[src/rtl/imem_pkg.sv]
// Shared types and defaults for the instruction-memory arbiter.
// Holds the FSM state encoding plus the default memory size and NOP word.
package imem_pkg;

  localparam int unsigned IMEM_BYTES_DEF = 32;
  localparam logic [31:0] NOP_INSTR_DEF  = 32'h0000_0013;

  typedef enum logic [1:0] {
    IDLE     = 2'd0,
    RD_ISSUE = 2'd1,
    RD_WAIT  = 2'd2,
    WR       = 2'd3
  } arb_state_e;

endpackage

[src/rtl/imem_arbiter.sv]
// Arbitrates a core fetch port and a loader word-write port onto one
// synchronous word-read / byte-write instruction memory.
module imem_arbiter
  import imem_pkg::*;
#(
  parameter int unsigned IMEM_BYTES = IMEM_BYTES_DEF,
  parameter logic [31:0] NOP_INSTR  = NOP_INSTR_DEF
) (
  input  logic                          clk,
  input  logic                          rst,
  input  logic                          fetch_req,
  input  logic [29:0]                   fetch_addr,
  output logic                          fetch_gnt,
  output logic                          fetch_rvalid,
  output logic [31:0]                   fetch_rdata,
  output logic                          fetch_err,
  input  logic                          load_req,
  input  logic [29:0]                   load_addr,
  input  logic [31:0]                   load_wdata,
  output logic                          load_gnt,
  output logic                          load_done,
  output logic                          load_err,
  output logic                          core_hold,
  output logic                          mem_re,
  output logic [$clog2(IMEM_BYTES)-3:0] mem_raddr,
  input  logic [31:0]                   mem_rdata,
  output logic                          mem_we,
  output logic [$clog2(IMEM_BYTES)-1:0] mem_waddr,
  output logic [7:0]                    mem_wdata
);

  localparam int unsigned BAW    = $clog2(IMEM_BYTES);
  localparam int unsigned WAW    = BAW - 2;
  localparam logic [31:0] NWORDS = 32'(IMEM_BYTES / 4);

  arb_state_e        state, state_nx;
  logic              last_load;
  logic [1:0]        cnt;
  logic [WAW-1:0]    cap_addr;
  logic [31:0]       cap_wdata;
  logic              cap_oor;
  logic              fetch_oor, load_oor;

  assign fetch_oor = {2'b00, fetch_addr} >= NWORDS;
  assign load_oor  = {2'b00, load_addr}  >= NWORDS;

  always_ff @(posedge clk or posedge rst) begin
    if (rst) begin
      state     <= IDLE;
      last_load <= 1'b0;
      cnt       <= 2'd0;
      cap_addr  <= '0;
      cap_wdata <= '0;
      cap_oor   <= 1'b0;
    end else begin
      state <= state_nx;
      if (fetch_gnt) begin
        cap_addr  <= fetch_addr[WAW-1:0];
        cap_oor   <= fetch_oor;
        last_load <= 1'b0;
      end
      if (load_gnt) begin
        cap_addr  <= load_addr[WAW-1:0];
        cap_wdata <= load_wdata;
        cap_oor   <= load_oor;
        last_load <= 1'b1;
      end
      // 2-bit counter wraps back to 0 as the last byte leaves WR
      if (state == WR && !cap_oor)
        cnt <= cnt + 2'd1;
    end
  end

  // Every output is gated by rst so an asynchronous reset silences the ports at once.
  always_comb begin
    state_nx     = state;
    fetch_gnt    = 1'b0;
    fetch_rvalid = 1'b0;
    fetch_rdata  = '0;
    fetch_err    = 1'b0;
    load_gnt     = 1'b0;
    load_done    = 1'b0;
    load_err     = 1'b0;
    mem_re       = 1'b0;
    mem_raddr    = '0;
    mem_we       = 1'b0;
    mem_waddr    = '0;
    mem_wdata    = '0;
    if (!rst) begin
      unique case (state)
        IDLE: begin
          // load has priority, except right after a load when the core is waiting
          if (load_req && !(last_load && fetch_req)) begin
            load_gnt = 1'b1;
            state_nx = WR;
          end else if (fetch_req) begin
            fetch_gnt = 1'b1;
            state_nx  = RD_ISSUE;
          end
        end
        RD_ISSUE: begin
          mem_re    = !cap_oor;
          mem_raddr = cap_oor ? '0 : cap_addr;
          state_nx  = RD_WAIT;
        end
        RD_WAIT: begin
          fetch_rvalid = 1'b1;
          fetch_err    = cap_oor;
          fetch_rdata  = cap_oor ? NOP_INSTR : mem_rdata;
          state_nx     = IDLE;
        end
        WR: begin
          if (cap_oor) begin
            load_err = 1'b1;
            state_nx = IDLE;
          end else begin
            mem_we    = 1'b1;
            mem_waddr = {cap_addr, cnt};
            mem_wdata = cap_wdata[{cnt, 3'b000} +: 8];
            if (cnt == 2'd3) begin
              load_done = 1'b1;
              state_nx  = IDLE;
            end
          end
        end
        default: state_nx = IDLE;
      endcase
    end
  end

  assign core_hold = !rst && (load_req || state == WR);

endmodule

[config.mk]
export PLATFORM = sky130hd
export DESIGN_NAME = imem_arbiter
export DESIGN_NICKNAME = d
export VERILOG_FILES = /design/src/rtl/imem_pkg.sv /design/src/rtl/imem_arbiter.sv
export SDC_FILE = /design/constraint.sdc
export NUM_CORES = 1
export LEC_CHECK = 0
export CORE_MARGIN = 2
export CORE_UTILIZATION = 34
export DETAILED_ROUTE_END_ITERATION = 12
export PLACE_DENSITY_LB_ADDON = 0.12
export SLEW_MARGIN = 20
export SYNTH_ARGS = -nofsm -noshare
export SYNTH_HDL_FRONTEND = slang
export SYNTH_SLANG_ARGS = --single-unit
[constraint.sdc]
create_clock -name clk -period 3.87 [get_ports clk]
set_input_delay 1.161 -clock clk [delete_from_list [all_inputs] [get_ports clk]]
set_output_delay 1.161 -clock clk [all_outputs]
set_load 0.01 [all_outputs]
==> results.py <==
metrics = {
    "critical_path": {
        "crit_start": "rst",
        "crit_path_start_kind": "primary input",
        "r2r_start": "state[0]",
        "crit_fanout": 7,
        "end_kind": "primary output",
        "required_ps": 2710,
        "critPathKind": "in -> out",
        "cp_data_arrival_time_ps": 2630,
    },
    "timing": {
        "hold_viol": 0,
        "fin_crit_sh": 0.980,
        "rsz0062_at_grt": "false",
        "fmax_mhz": 264,
        "layout_min_cycle_time_ps": 3790,
        "finalClockSkew_ps": 5.83,
        "slew_violations": 0,
        "tns_ps": 0,
        "tightest_slew_ps": 514,
        "finalSetupViolations": 0,
        "relSlewSlack": 0.657,
    },
    "floorplan": {
        "rows": 30,
        "start_util": 0.351,
        "die_w_um": 87.5,
        "core_region_area_sq_um": 6760,
        "die_y_um": 87.5,
        "io-pin-count": 185,
        "dieArea_sq_um": 7650,
    },
    "grt": {
        "grt_pass1_wl_mm": 11.9,
        "grt_overflow": 0,
        "grt_max_degree": 42,
        "grt_pass1_vias": 2577,
        "track_usage": 0.198,
        "antenna_found_initial": 0,
    },
    "yosys": {
        "synth.distinct_cells": 37,
        "syn_area_sq_um": 2370,
        "ys.warnings.count": 0,
        "yosysTopAreaCellShare": 0.433,
        "avgSynthCellArea_sq_um": 8.65,
        "syn_nets": 403,
        "synthCells": 274,
        "yosysSeqAreaShare": 0.433,
        "netlist_top_cells_area": "dfrtp_1 (43%), nand2_1 (17%), and2_1 (7.9%)",
        "ys_ff_latch": 41,
        "synth_largest_area_cell": "dfrtp_1",
    },
    "routing": {
        "dr.pass1.iters": 4,
        "ant_nets": 0,
        "vias": 2589,
        "vias_per_cell": 4.79,
        "drc": 0,
        "wl_per_cell_um": 14.3,
        "drt_iter0_drc": 85,
        "wl_mm": 7.76,
    },
    "clock_network": {
        "cts_tree": "yes",
        "cts_made_buffers": 5,
        "path_clk_slew_ps": 80,
        "cts-root-buf": "clkbuf_8",
        "clk_path_buf_depth": 2,
        "clk_latency_ps": 280,
        "postCtsSetupBuffers": 0,
        "htree_num_levels": 2,
        "cts.sinks": 41,
    },
    "cells_and_area": {
        "fin_cells": 541,
        "stdcell_area_sq_um": 4360,
        "final_nets": 589,
        "final_core_util": 0.645,
        "antennaDiodeCount": 0,
        "area_growth_pct": 83.9,
        "drive_gt1_frac": 0.0781,
    },
    "place": {
        "port_buffers": 184,
        "dp_hpwl_mm": 6.29,
        "placed_cells": 533,
        "gp_congestion": 0.756,
        "dpl_cell_area_sq_um": 4310,
    },
    "power_and_ir_drop": {
        "max-vdd-ir-drop_uv": 270,
        "p_per_area_nw_per_um2": 442,
        "p_leak_nw": 2.21,
    },
    "hold_path": {
        "hold_path.startpoint": "cap_wdata[14]",
        "min_path_type": "reg -> reg",
    },
    "flow_run": {
        "cap_violations": 0,
    },
    "run_status": {
        "status": "completed",
    },
}
## timing repair
action                                  4_1_cts  5_1_grt
endpoints found under the setup margin       48        9
cloned                                        0        0
hold buffers                                  0        0
resized for setup                            46        4
## sequential cells by signal, summed over array words and instances (netlist names)
| register | flops |
|---|---|
| state | 2 |
| cap_addr | 3 |
| last_load | 1 |
| cap_oor | 1 |
| cap_wdata | 32 |
| cnt | 2 |
## layout by cell type (no fill, tap or decap), types with 2 or more instances in the layout
master           count
and4_1               2
and2_1              30
o21ai_0              3
nand2_1            107
inv_2                2
dfrtp_1             41
clkdlybuf4s50_1    138
o21a_1               3
clkinv_2             2
dlygate4sd2_1       44
nand2b_1             2
a22oi_1              3
nor4_1              14
buf_4               10
nor4b_1              2
dlymetal6s2s_1       2
clkbuf_8             5
mux4_2               8
and3_1              19
nor2_1               2
## path summary, 6_finish.rpt
path,depth (start not counted),slack [ps],to
max in group asynchronous,3,2150,cap_wdata[29]
hold / removal,2,480,cap_wdata[14]
hold reg to reg,2,480,cap_wdata[14]
min in group asynchronous,3,1360,state[1]
setup / recovery,5,80,mem_raddr[0]
setup reg to reg,5,2220,cap_oor
## metal layers
layer | routed length, um | share of wire | GRT usage | vias up
met2 | 4120 | 0.53 | 0.366 | 119
met5 | 0 | 0 | 0 | -
li1 | - | - | - | 1290
met3 | 715 | 0.092 | 0.0635 | 4
met1 | 2870 | 0.37 | 0.224 | 1176
met4 | 58 | 0.0075 | 0.0392 | 0
## synthesized netlist by cell type
cell / number
a221o_1: 1
nand2b_1: 2
nor4_1: 14
nor3b_1: 1
and2b_2: 1
and2_1: 30
mux2_2: 1
a21boi_1: 1
o21ai_0: 3
and3_1: 19
ha_1: 1
mux4_2: 8
nand2_1: 107
nor2_1: 4
nand3_1: 1
nor3_4: 1
buf_2: 6
nor2b_1: 1
o21ai_1: 1
nor3_2: 1
a21oi_1: 1
inv_1: 1
and4_1: 2
buf_6: 2
clkbuf_1: 3
dfrtp_1: 41
nand4_1: 1
nor4b_1: 2
buf_1: 2
inv_2: 2
a41oi_1: 1
buf_4: 3
a22oi_1: 3
nor3_1: 1
xnor2_1: 1
nand2_2: 1
o21a_1: 3
## power by group
group / internal, mW / switching, mW
combinational: 0.498 / 0.342
sequential: 0.628 / 0.188
clock: 0.125 / 0.144
## cell type report
cell class                 instances  area, sq um
fill                             627         2400
timing repair buffer             195         1890
multi-input combinational        214         1250
sequential                        41         1030
tap                               80          100
clock buffer                       6         72.6
inverter                           3         11.3
clock inverter                     2         10.0
## worst max-delay path: stages
cell and delay [ps]:
clkdlybuf4s50_1 440, buf_4 180, nor2_2 130, and3_1 180
clkdlybuf4s50_1 530
## stage by stage
stage,hold WS [ps],worst slack [ps],power (mW)
6_report,475,77.6,1.93
5_1_grt,506,1.98,2.09
4_1_cts,479,2.49,1.95
3_5_place_dp,459,-154,1.70
3_3_place_gp,455,-96.3,1.67
2_1_floorplan,440,271,1.30
## kinds of logic after synthesis
| logic type | count (synthesis) | synth area share |
|---|---|---|
| buffers and inverters | 19 | 0.0444 |
| AO/OA/AOI/OAI | 14 | 0.0406 |
| multiplexers | 9 | 0.0808 |
| AND/OR/NAND/NOR | 189 | 0.392 |
| adder cells (fa/ha/maj) | 1 | 0.00528 |
| flip-flops | 41 | 0.433 |
| XOR/XNOR | 1 | 0.00370 |
No activity file was read; power rests on OpenSTA's default activity.
